## src/rtl/cos_pkg.sv

```systemverilog
// Shared definitions for the cosine job dispatcher: operand/result widths,
// the dispatcher state enumeration and the queued job record.
package cos_pkg;

  localparam int X_W   = 16;
  localparam int Y_W   = 8;
  localparam int ANS_W = 16;
  localparam int JOB_W = X_W + Y_W;

  typedef enum logic [2:0] {
    IDLE,
    ISSUE,
    WAIT_CLR,
    WAIT_DONE,
    HOLD
  } state_t;

  typedef struct packed {
    logic [X_W-1:0] x;
    logic [Y_W-1:0] y;
  } job_t;

endpackage

```

## src/rtl/cos_job_fifo.sv

```systemverilog
// Job queue between the upstream handshake and the dispatcher FSM.
// Ports:
//   clk, rst        clock, asynchronous active-low reset
//   wr_en, wr_data  push one job (ignored while full)
//   rd_en, rd_data  pop the head job; rd_data always shows the head
//   full, empty     occupancy flags
module cos_job_fifo
  import cos_pkg::*;
#(
  parameter int DEPTH = 4
) (
  input  logic clk,
  input  logic rst,
  input  logic wr_en,
  input  job_t wr_data,
  input  logic rd_en,
  output job_t rd_data,
  output logic full,
  output logic empty
);

  localparam int AW = $clog2(DEPTH);

  // Pointers carry one extra wrap bit so full and empty are distinguishable
  // when the index bits match.
  logic [AW:0] wr_ptr;
  logic [AW:0] rd_ptr;
  job_t        mem [DEPTH];

  logic do_wr;
  logic do_rd;

  assign do_wr = wr_en && !full;
  assign do_rd = rd_en && !empty;

  // NOTE: the storage array is deliberately not reset; validity is defined
  // solely by the pointers, so clearing the entries would only cost logic.
  always_ff @(posedge clk) begin
    if (do_wr) begin
      mem[wr_ptr[AW-1:0]] <= wr_data;
    end
  end

  // NOTE: sequential state is always written with non-blocking assignments so
  // every flop samples pre-edge values regardless of process ordering.
  always_ff @(posedge clk or negedge rst) begin
    if (!rst) begin
      wr_ptr <= '0;
      rd_ptr <= '0;
    end else begin
      if (do_wr) wr_ptr <= wr_ptr + (AW+1)'(1);
      if (do_rd) rd_ptr <= rd_ptr + (AW+1)'(1);
    end
  end

  assign empty   = (wr_ptr == rd_ptr);
  assign full    = (wr_ptr[AW] != rd_ptr[AW]) && (wr_ptr[AW-1:0] == rd_ptr[AW-1:0]);
  assign rd_data = mem[rd_ptr[AW-1:0]];

endmodule

```

## src/rtl/cos_job_dispatcher.sv

```systemverilog
// Queues (x, y) jobs, feeds them one at a time to a multi-cycle cosine unit,
// and presents each result (or a timeout error) through a valid/ready port.
// Ports:
//   clk, rst                       clock, asynchronous active-low reset
//   in_valid/in_ready/in_x/in_y    upstream job handshake
//   cos_start/cos_x/cos_y          start pulse and held operands to the unit
//   cos_ans/cos_ans_ready          unit result and done indication
//   out_valid/out_ready            downstream result handshake
//   out_ans/out_err                result value; out_err marks a timeout
//   busy                           FSM is not idle
module cos_job_dispatcher
  import cos_pkg::*;
#(
  parameter int DEPTH   = 4,
  parameter int TIMEOUT = 255
) (
  input  logic             clk,
  input  logic             rst,
  input  logic             in_valid,
  output logic             in_ready,
  input  logic [X_W-1:0]   in_x,
  input  logic [Y_W-1:0]   in_y,
  output logic             cos_start,
  output logic [X_W-1:0]   cos_x,
  output logic [Y_W-1:0]   cos_y,
  input  logic [ANS_W-1:0] cos_ans,
  input  logic             cos_ans_ready,
  output logic             out_valid,
  input  logic             out_ready,
  output logic [ANS_W-1:0] out_ans,
  output logic             out_err,
  output logic             busy
);

  localparam int               CNT_W   = $clog2(TIMEOUT + 1);
  // Abort fires during the TIMEOUT-th cycle spent waiting after the start.
  localparam logic [CNT_W-1:0] TO_LAST = CNT_W'(TIMEOUT - 1);

  state_t           state;
  state_t           state_nxt;
  logic [CNT_W-1:0] to_cnt;

  job_t in_job;
  job_t head;
  logic fifo_full;
  logic fifo_empty;

  logic pop;
  logic capture;
  logic abort;
  logic result_free;

  assign in_job   = '{x: in_x, y: in_y};
  assign in_ready = !fifo_full;

  cos_job_fifo #(
    .DEPTH (DEPTH)
  ) u_fifo (
    .clk     (clk),
    .rst     (rst),
    .wr_en   (in_valid && in_ready),
    .wr_data (in_job),
    .rd_en   (pop),
    .rd_data (head),
    .full    (fifo_full),
    .empty   (fifo_empty)
  );

  // A new job may only start once the result register is free (or being
  // emptied this cycle), so an unconsumed result is never overwritten.
  assign result_free = !out_valid || out_ready;

  always_ff @(posedge clk or negedge rst) begin
    if (!rst) state <= IDLE;
    else      state <= state_nxt;
  end

  // NOTE: every output of this block gets a default before the case, so no
  // path leaves a signal unassigned and no latch is inferred.
  always_comb begin
    state_nxt = state;
    pop       = 1'b0;
    capture   = 1'b0;
    abort     = 1'b0;
    unique case (state)
      IDLE: begin
        if (!fifo_empty && result_free) begin
          pop       = 1'b1;
          state_nxt = ISSUE;
        end
      end
      ISSUE: state_nxt = WAIT_CLR;
      WAIT_CLR: begin
        // A done level left over from the previous job must drop first.
        if (to_cnt == TO_LAST) begin
          abort     = 1'b1;
          state_nxt = HOLD;
        end else if (!cos_ans_ready) begin
          state_nxt = WAIT_DONE;
        end
      end
      WAIT_DONE: begin
        // A real done in the last allowed cycle still wins over the abort.
        if (cos_ans_ready) begin
          capture   = 1'b1;
          state_nxt = IDLE;
        end else if (to_cnt == TO_LAST) begin
          abort     = 1'b1;
          state_nxt = HOLD;
        end
      end
      HOLD: begin
        // A late done for the aborted job is swallowed here.
        if (!cos_ans_ready) state_nxt = IDLE;
      end
      default: state_nxt = IDLE;
    endcase
  end

  assign cos_start = (state == ISSUE);
  assign busy      = (state != IDLE);

  always_ff @(posedge clk or negedge rst) begin
    if (!rst) begin
      to_cnt <= '0;
    end else if (state == ISSUE) begin
      to_cnt <= '0;
    end else if (state == WAIT_CLR || state == WAIT_DONE) begin
      to_cnt <= to_cnt + CNT_W'(1);
    end
  end

  // Operands are loaded only on pop, so they stay frozen for the whole job.
  always_ff @(posedge clk or negedge rst) begin
    if (!rst) begin
      cos_x <= '0;
      cos_y <= '0;
    end else if (pop) begin
      cos_x <= head.x;
      cos_y <= head.y;
    end
  end

  always_ff @(posedge clk or negedge rst) begin
    if (!rst) begin
      out_valid <= 1'b0;
      out_ans   <= '0;
      out_err   <= 1'b0;
    end else if (capture) begin
      out_valid <= 1'b1;
      out_ans   <= cos_ans;
      out_err   <= 1'b0;
    end else if (abort) begin
      out_valid <= 1'b1;
      out_ans   <= '0;
      out_err   <= 1'b1;
    end else if (out_valid && out_ready) begin
      out_valid <= 1'b0;
    end
  end

endmodule

```

## config.mk

```make
export PLATFORM = sky130hd
export DESIGN_NAME = cos_job_dispatcher
export DESIGN_NICKNAME = d
export VERILOG_FILES = /design/src/rtl/cos_pkg.sv /design/src/rtl/cos_job_fifo.sv /design/src/rtl/cos_job_dispatcher.sv
export SDC_FILE = /design/constraint.sdc
export NUM_CORES = 1
export LEC_CHECK = 0
export ABC_AREA = 1
export CAP_MARGIN = 15
export CORE_MARGIN = 2
export CORE_UTILIZATION = 54
export DETAILED_ROUTE_END_ITERATION = 6
export PLACE_DENSITY = 0.79
export SKIP_LAST_GASP = 1
export SYNTH_ARGS = -nofsm -noshare
export SYNTH_HDL_FRONTEND = slang
export SYNTH_SLANG_ARGS = --single-unit
```

## constraint.sdc

```tcl
create_clock -name clk -period 2.8 [get_ports clk]
set_clock_uncertainty 0.2 [all_clocks]
set_input_delay 0.42 -clock clk [delete_from_list [all_inputs] [get_ports clk]]
set_output_delay 0.42 -clock clk [all_outputs]
set_load 0.05 [all_outputs]
```

==> results of run 1 <==
## cell type report
class | instances | share of cell area
timing repair buffer | 101 | 0.129
multi-input combinational | 335 | 0.202
clock inverter | 12 | 0.0179
clock buffer | 20 | 0.0561
tap | 140 | 0.0225
sequential | 155 | 0.560
inverter | 26 | 0.0130
## critical path, stage by stage, from the launching register on
cell and delay [ns]:
dfrtp_1 0.42, inv_1 0.09, nand2_1 0.15, clkdlybuf4s50_1 0.82
## where the power goes
group          switching [mW]  leakage (nW)  internal (mW)
registers               0.310          1.62           3.15
clock network           0.884         0.281           1.32
logic                    2.69          1.27           1.21
## worst min path at each step
stage | start | end | slack, ns | depth (start not counted)
floorplan | rst | cos_x[0]$_DFFE_PN0P_ | -0.08 | 0
global placement | out_ans[15]$_DFFE_PN0P_ | out_ans[15]$_DFFE_PN0P_ | 0.25 | 2
detailed placement | cos_x[13]$_DFFE_PN0P_ | cos_x[13]$_DFFE_PN0P_ | 0.26 | 2
CTS | out_ans[5]$_DFFE_PN0P_ | out_ans[5]$_DFFE_PN0P_ | 0.28 | 2
global route | out_ans[9]$_DFFE_PN0P_ | out_ans[9]$_DFFE_PN0P_ | 0.29 | 2
finish | out_ans[5]$_DFFE_PN0P_ | out_ans[5]$_DFFE_PN0P_ | 0.27 | 2
## cell usage after synthesis (7+ instances only)
library cell	number	area share
o22ai_1	25	0.025
o21ai_0	59	0.048
nor2_1	58	0.035
nand2_1	154	0.094
edfxtp_1	96	0.47
ha_1	7	0.014
buf_2	8	0.0065
nand3_1	11	0.0090
clkbuf_1	9	0.0055
dfrtp_1	59	0.24
inv_1	21	0.013
## timing repair
| action | 4_1_cts | 5_1_grt |
|---|---|---|
| hold buffers | 1 | 0 |
| endpoints found under the setup margin | 1 | 0 |
| hold endpoints to repair | 23 | 0 |
| resized for setup | 1 | 0 |
| buffers inserted | 0 | 0 |
## logic make-up (layout without fill, tap and decap cells)
family / after synthesis / in the layout / synth area share
AO/OA/AOI/OAI: 88 / 88 / 0.0773
XOR/XNOR: 4 / 4 / 0.00694
adder cells (fa/ha/maj): 7 / 7 / 0.0143
buffers and inverters: 47 / 159 / 0.0353
flip-flops: 155 / 155 / 0.711
multiplexers: 1 / 1 / 0.00163
AND/OR/NAND/NOR: 235 / 235 / 0.154
## sequential cells by signal, summed over array words and instances (netlist names)
register / cells
cos_x: 16
cos_y: 8
out_ans: 16
out_err: 1
out_valid: 1
state: 3
to_cnt: 8
u_fifo.mem: 96
u_fifo.rd_ptr: 3
u_fifo.wr_ptr: 3
## per-layer routing
metal / vias up / track usage / part of all wire
li1: 2024 / - / -
met1: 2063 / 0.267 / 0.43
met2: 167 / 0.335 / 0.49
met3: 18 / 0.0664 / 0.068
met4: 0 / 0.0942 / 0.013
met5: - / 0 / 0
## metrics by stage
stage          TNS [ns]  worst slack, ns
4_1_cts               0            0.276
5_1_grt               0            0.218
3_3_place_gp          0            0.495
3_5_place_dp          0            0.448
2_1_floorplan    -12.87           -0.179
6_report              0            0.290
==> key figures, run 1 <==
Final layout
  – Share of cells above drive strength 1: 0.0878
  – Antenna cell count: 0
  – Area grow syn2layout: 26.8%
  – Area of the multi-input gates: 1570 µm²
  – Final Cell Area: 7780 µm²
  – Final nets: 688
  – Storage element area: 4360 µm²
  – Most frequent cells in the layout: nand2_1, edfxtp_1, clkdlybuf4s50_1, o21ai_0, dfrtp_1
  – Final Util: 0.708
  – Commonest non-fill, non-tap cell in the layout: nand2_1
  – Fillers: 743
  – Fin cells: 789

Pwr
  – Cell Pwr Density: 1230 nW/µm²
  – Lkg Pwr: 3.17 nW
  – Total chip power: 9.56 mW
  – VDD IR-drop max: 729 µV

Worst hold path
  – Class of the worst hold path: reg2reg

Placement
  – Port Buf Inserts: 89
  – Placed Area: 7190 µm²
  – Routability cong.: 0.821
  – Hpwl dp: 7600 µm
  – Dpl cells: 756

Timing
  – Slew Limit Fails: 0
  – Crit share post-route: 0.896
  – Max transition margin: 0.487
  – F_max: 0.398 GHz
  – RSZ-0062 raised after global routing: no
  – Setup violations, final: 0
  – Worst slew pin tran: 0.768 ns
  – Final min period: 2.51 ns
  – Final Hold Viols: 0
  – Worst hold margin: 0.274 ns

Routing
  – Via density: 5.41
  – 1st-iter DRT viols: 328
  – Via count: 4272
  – WL per Instance: 15.9 µm
  – Drt drc: 0
  – Final wirelength: 12600 µm
  – DRT Pass-1 Iters: 5
  – Antenna viol nets, final: 0

Critical path
  – Crit. Startpoint: state[2]$_DFFE_PN0P_
  – Arrival @ worst endpoint: 1.89 ns
  – R2r startpoint: u_fifo.rd_ptr[1]$_DFFE_PN0P_
  – Reg2Reg Depth: 6
  – Setup CP Type: reg2out
  – Worst setup EP type: primary output
  – Reg2Reg Setup Slack: 0.68 ns
  – Required @ worst endpoint: 2.18 ns
  – Critical Path Fanout Max: 7
  – Reg-to-Reg End: cos_x[15]$_DFFE_PN0P_
  – Crit start category: flop
  – CP endpoint: busy

Global routing
  – Vias in the first global route: 4236
  – Global-route wire length before repair: 20200 µm
  – GRT overflow: 0
  – Initial antenna violation count: 0
  – Largest net degree at the start of global routing: 50
  – All-Layer GR Usage: 0.211

Run
  – Max cap viols: 0

Clock network
  – CTS clock-pin slew for the worst setup and hold paths: 0.05 ns
  – Clock Root Buffer: clkbuf_16
  – Num CTS Buffers: 17
  – Clock Path Buffers: 2
  – TritonCTS clock tree: done
  – H-Tree Depth: 4
  – Worst skew pair latency: 0.42 ns
  – Clock tree sinks: 155

Die
  – Die outline width: 111 µm
  – # rows: 38
  – Die Area: 12200 µm²
  – CORE AREA: 11000 µm²
  – Die height: 111 µm
  – Initial core utilization: 0.558
  – # IOs: 90

Synth
  – Synthesis Warnings: 0
  – Synth Cell Area: 6130 µm²
  – Cells after synthesis: 537
  – EDFF count, synth: 96
  – Post-synth cell types: 31
  – Ys async rst share: 0.381
  – Mapped Avg Cell Area: 11.4 µm²
  – Synth Flop Type: edfxtp_1
  – Sequential fraction of the synthesis area: 0.711
  – Syn_nets: 589
  – #FFs+latches synth: 155

Status
  – Outcome: completed
No activity file was read; power rests on OpenSTA's default activity.
==> inputs of run 2 (changes only) <==
CORE_UTILIZATION = 63   (was 54)
DONT_BUFFER_PORTS = 1   (was default)
==> key figures, run 2 (synthesized netlist as in run 1, its figures left out) <==
Clock network
  – CTS clock-pin slew for the worst setup and hold paths: 0.06 ns
  – # resized after CTS: 0
  – Clock Root Buffer: clkbuf_8
  – TritonCTS clock tree: done
  – Post-CTS setup buffer count: 0
  – Clock Path Buffers: 2
  – Worst skew pair latency: 0.52 ns
  – Num CTS Buffers: 17
  – H-Tree Depth: 4
  – Clock tree sinks: 155

Die
  – # rows: 36
  – Die height: 103 µm
  – Die Area: 10500 µm²
  – CORE AREA: 9590 µm²
  – Die outline width: 103 µm
  – # IOs: 90
  – Initial core utilization: 0.639

Routing
  – Drt drc: 0
  – 1st-iter DRT viols: 295
  – Via density: 5.69
  – WL per Instance: 17.6 µm
  – Antenna viol nets, final: 0
  – Via count: 4205
  – Final wirelength: 13000 µm
  – DRT Pass-1 Iters: 5

Critical path
  – Crit start category: flop
  – Required @ worst endpoint: 2.18 ns
  – Worst setup EP type: primary output
  – Slowest CP cell: dfrtp_1
  – CP most frequent cell: nand2_1
  – CP Buf/Inv Count: 2
  – Critical Path Fanout Max: 4
  – Arrival @ worst endpoint: 1.72 ns
  – Crit path cell chain: inv_1, nand2_1, nand2_1, nand4_1, buf_4
  – Top Family by Delay on Critical Path: flip-flops
  – CP max stage delay: 0.42 ns
  – Setup CP Type: reg2out

Pwr
  – Cell Pwr Density: 1220 nW/µm²
  – Total chip power: 8.92 mW
  – VDD IR-drop max: 624 µV
  – Lkg Pwr: 2.99 nW

Global routing
  – Initial antenna violation count: 0
  – All-Layer GR Usage: 0.255
  – Vias in the first global route: 4232
  – Global-route wire length before repair: 19800 µm
  – Largest net degree at the start of global routing: 60
  – GRT overflow: 0

Placement
  – Hpwl dp: 7170 µm
  – Dpl cells: 662
  – Port Buf Inserts: 0
  – Routability cong.: 0.803
  – Placed Area: 6320 µm²

Timing
  – Final min period: 2.34 ns
  – Crit share post-route: 0.834
  – Worst slew pin tran: 0.818 ns
  – Setup violations, final: 0
  – F_max: 0.428 GHz
  – Slew Limit Fails: 0
  – Max transition margin: 0.454
  – Setup TNS Final: 0 ns
  – RSZ-0062 raised after global routing: no
  – Final Hold Viols: 0

Status
  – Outcome: completed

Final layout
  – Final nets: 645
  – Fin cells: 739
  – Final Cell Area: 7320 µm²
  – Antenna cell count: 0
  – Most frequent cells in the layout: nand2_1, edfxtp_1, o21ai_0, dfrtp_1, nor2_1
  – Share of cells above drive strength 1: 0.0974
  – Final Util: 0.763
  – Area grow syn2layout: 19.3%
  – Largest register FFs: 96
  – Commonest non-fill, non-tap cell in the layout: nand2_1

Run
  – Max cap viols: 0

Worst hold path
  – Class of the worst hold path: in2reg
-- run 2: cell count changes in the layout (fill, tap and decap cells not counted), moves of 2 or more --
cell | before | now
clkdlybuf4s50_1 | 86 | 0
clkinv_4 | 5 | 0
clkinv_2 | 2 | 5
clkinvlp_4 | 0 | 5
dlygate4sd3_1 | 1 | 44
inv_6 | 3 | 1
-- run 2: path summary, 6_finish.rpt --
check / slack, ns / cells after the start / to / from
setup / recovery: 0.46 / 5 / in_ready / u_fifo.wr_ptr[0]$_DFFE_PN0N_
hold / removal: 0.08 / 4 / out_valid$_DFFE_PN0P_ / cos_ans_ready
setup reg to reg: 0.48 / 7 / u_fifo.mem[3][18]$_DFFE_PP_ / u_fifo.wr_ptr[0]$_DFFE_PN0N_
hold reg to reg: 0.29 / 1 / to_cnt[7]$_DFFE_PN0P_ / to_cnt[7]$_DFFE_PN0P_
max in group asynchronous: 1.92 / 2 / cos_x[14]$_DFFE_PN0P_ / rst
min in group asynchronous: 0.23 / 2 / to_cnt[1]$_DFFE_PN0P_ / rst
-- run 2: layout make-up --
cell class | count | area (µm²)
clock inverters | 12 | 100
fillers | 565 | 2280
clock buffers | 20 | 425
well taps | 133 | 166
flip-flops and latches | 155 | 4360
repair buffers | 58 | 591
inverters | 26 | 101
multi-input cells | 335 | 1570
-- run 2: power breakdown --
group | switching, mW | leakage, nW | internal [mW]
Combinational | 1.65 | 1.12 | 0.758
Sequential | 1.37 | 1.62 | 3.13
Clock | 0.858 | 0.245 | 1.17
Total | 3.87 | 2.99 | 5.05
-- run 2: repair_timing --
item,4_1_cts,5_1_grt
hold buffers,45,0
hold endpoints to repair,177,0
endpoints found under the setup margin,0,0
-- run 2: stage by stage --
stage / worst slack [ns] / hold WS, ns
floorplan: -0.179 / -0.0756
global placement: 0.568 / -0.0744
detailed placement: 0.548 / -0.0744
CTS: 0.465 / 0.0700
global route: 0.357 / 0.135
finish: 0.465 / 0.0786
-- run 2: routing by layer --
layer  share of wire  vias to the layer above  track usage
met5               0                        -            0
met4           0.014                        0        0.112
met3           0.087                       23       0.0847
met2            0.52                      202        0.435
met1            0.38                     2036        0.296
li1                -                     1944            -
-- run 2: worst min-delay path, stage by stage --
cell and delay (ns):
nand2_1 0.05, nand2_1 0.08, inv_2 0.13, nand2_1 0.09
==> inputs of run 3 (changes only) <==
clock period = 2.45 ns   (was 2.8 ns; I/O delays follow)
==> key figures, run 3 (synthesized netlist as in run 1, its figures left out) <==
Status
  – Outcome: completed

Critical path
  – Worst setup EP type: primary output
  – Crit start category: flop
  – Slowest CP cell: dfrtp_1
  – Top Family by Delay on Critical Path: flip-flops
  – Setup CP Type: reg2out
  – Required @ worst endpoint: 1.88 ns
  – Critical Path Fanout Max: 4
  – CP max stage delay: 0.42 ns
  – Crit path cell chain: inv_1, nand2_1, nand2_1, nand4_1, buf_4
  – Arrival @ worst endpoint: 1.65 ns
  – CP Buf/Inv Count: 2
  – Reg2Reg Setup Slack: 0.41 ns
  – CP most frequent cell: nand2_1

Clock network
  – Post-CTS setup buffer count: 0
  – H-Tree Depth: 4
  – CTS clock-pin slew for the worst setup and hold paths: 0.06 ns
  – Hold_buf cts: 45
  – Clock Path Buffers: 2
  – Num CTS Buffers: 17
  – Clock Root Buffer: clkbuf_8
  – Clock tree sinks: 155
  – Worst skew pair latency: 0.51 ns
  – TritonCTS clock tree: done
  – # resized after CTS: 0

Pwr
  – Pint: 5.76 mW
  – Clock share of power: 0.233
  – Combinational power share: 0.268
  – Seq pwr share: 0.499
  – Net Switching: 4.48 mW
  – Lkg Pwr: 3.02 nW
  – Total chip power: 10.2 mW
  – Sw frac: 0.437
  – VDD IR-drop max: 665 µV
  – Cell Pwr Density: 1400 nW/µm²

Routing
  – Final wirelength: 12900 µm
  – 1st-iter DRT viols: 306
  – Antenna viol nets, final: 0
  – Via density: 5.70
  – Drt drc: 0
  – WL per Instance: 17.4 µm
  – DRT Pass-1 Iters: 4
  – Via count: 4228

Timing
  – Worst slew pin tran: 0.529 ns
  – Worst hold margin: 0.0378 ns
  – Crit share post-route: 0.903
  – Max transition margin: 0.647
  – Setup violations, final: 0
  – Slew Limit Fails: 0
  – Final Hold Viols: 0
  – RSZ-0062 raised after global routing: no
  – Final min period: 2.21 ns
  – F_max: 0.452 GHz

Placement
  – Routability cong.: 0.829
  – Hpwl dp: 7310 µm
  – Port Buf Inserts: 0

Global routing
  – Global-route wire length before repair: 20000 µm
  – GRT overflow: 0
  – Vias in the first global route: 4221
  – Largest net degree at the start of global routing: 60
  – All-Layer GR Usage: 0.256
  – Initial antenna violation count: 0

Final layout
  – Area grow syn2layout: 19.5%
  – Area of the multi-input gates: 1570 µm²
  – Commonest non-fill, non-tap cell in the layout: nand2_1
  – Antenna cell count: 0
  – Final nets: 648
  – Share of cells above drive strength 1: 0.108
  – Storage element area: 4360 µm²
  – Largest register FFs: 96
  – Fillers: 568
  – Most frequent cells in the layout: nand2_1, edfxtp_1, o21ai_0, dfrtp_1, nor2_1

Die
  – Die Area: 10500 µm²
  – Die height: 103 µm
  – # rows: 36
  – # IOs: 90
  – Die outline width: 103 µm
  – CORE AREA: 9590 µm²
  – Initial core utilization: 0.639

Run
  – Max cap viols: 0

Worst hold path
  – Class of the worst hold path: in2reg
-- run 3: layout make-up --
type | count | area share
clock inverter | 13 | 0.0140
sequential | 155 | 0.595
inverter | 26 | 0.0138
multi-input combinational | 335 | 0.215
timing repair buffer | 61 | 0.0802
tap | 133 | 0.0227
clock buffer | 19 | 0.0602
-- run 3: metal layers --
metal | share of wire | up-vias | track usage | wire length [µm]
met5 | 0 | - | 0 | 0
met4 | 0.016 | 0 | 0.116 | 211
met3 | 0.073 | 18 | 0.0671 | 942
li1 | - | 1945 | - | -
met1 | 0.39 | 2082 | 0.296 | 5040
met2 | 0.52 | 183 | 0.449 | 6730
-- run 3: worst paths after layout --
path,startpoint,to,cells past startpoint
worst max-delay path,u_fifo.wr_ptr[0]$_DFFE_PN0N_,in_ready,5
worst max register to register,u_fifo.wr_ptr[0]$_DFFE_PN0N_,u_fifo.mem[1][19]$_DFFE_PP_,7
max in group asynchronous,rst,u_fifo.rd_ptr[0]$_DFFE_PN0P_,2
worst min register to register,to_cnt[7]$_DFFE_PN0P_,to_cnt[7]$_DFFE_PN0P_,1
worst min-delay path,cos_ans_ready,out_valid$_DFFE_PN0P_,4
min in group asynchronous,rst,to_cnt[3]$_DFFE_PN0P_,2
-- run 3: power groups by stage --
stage	Sequential [mW]	Combinational, mW	Clock [mW]
floorplan	5.04	1.96	0
global placement	5.13	2.48	0
detailed placement	5.15	2.59	0
CTS	5.11	2.73	2.39
global route	5.20	3.10	2.52
finish	5.11	2.74	2.38
-- run 3: per-stage QoR --
stage / cell area [µm²] / setup WS, ns / std cells / TNS [ns] / util
after detailed placement: 6320 / 0.412 / 665 / 0 / 0.659
final: 7330 / 0.237 / 742 / 0 / 0.764
after floorplan: 6150 / -0.181 / 537 / -16.13 / -
after global routing: 7330 / 0.157 / 742 / 0 / 0.764
after CTS: 7330 / 0.189 / 742 / 0 / 0.764
after global placement: 6320 / 0.441 / 665 / 0 / 0.659
-- run 3: worst reg2reg max path: cells and delay by family (launching register included) --
kind | cells | cell delay (ns)
AND/OR/NAND/NOR | 5 | 0.59
buffers and inverters | 2 | 0.48
flip-flops | 1 | 0.41
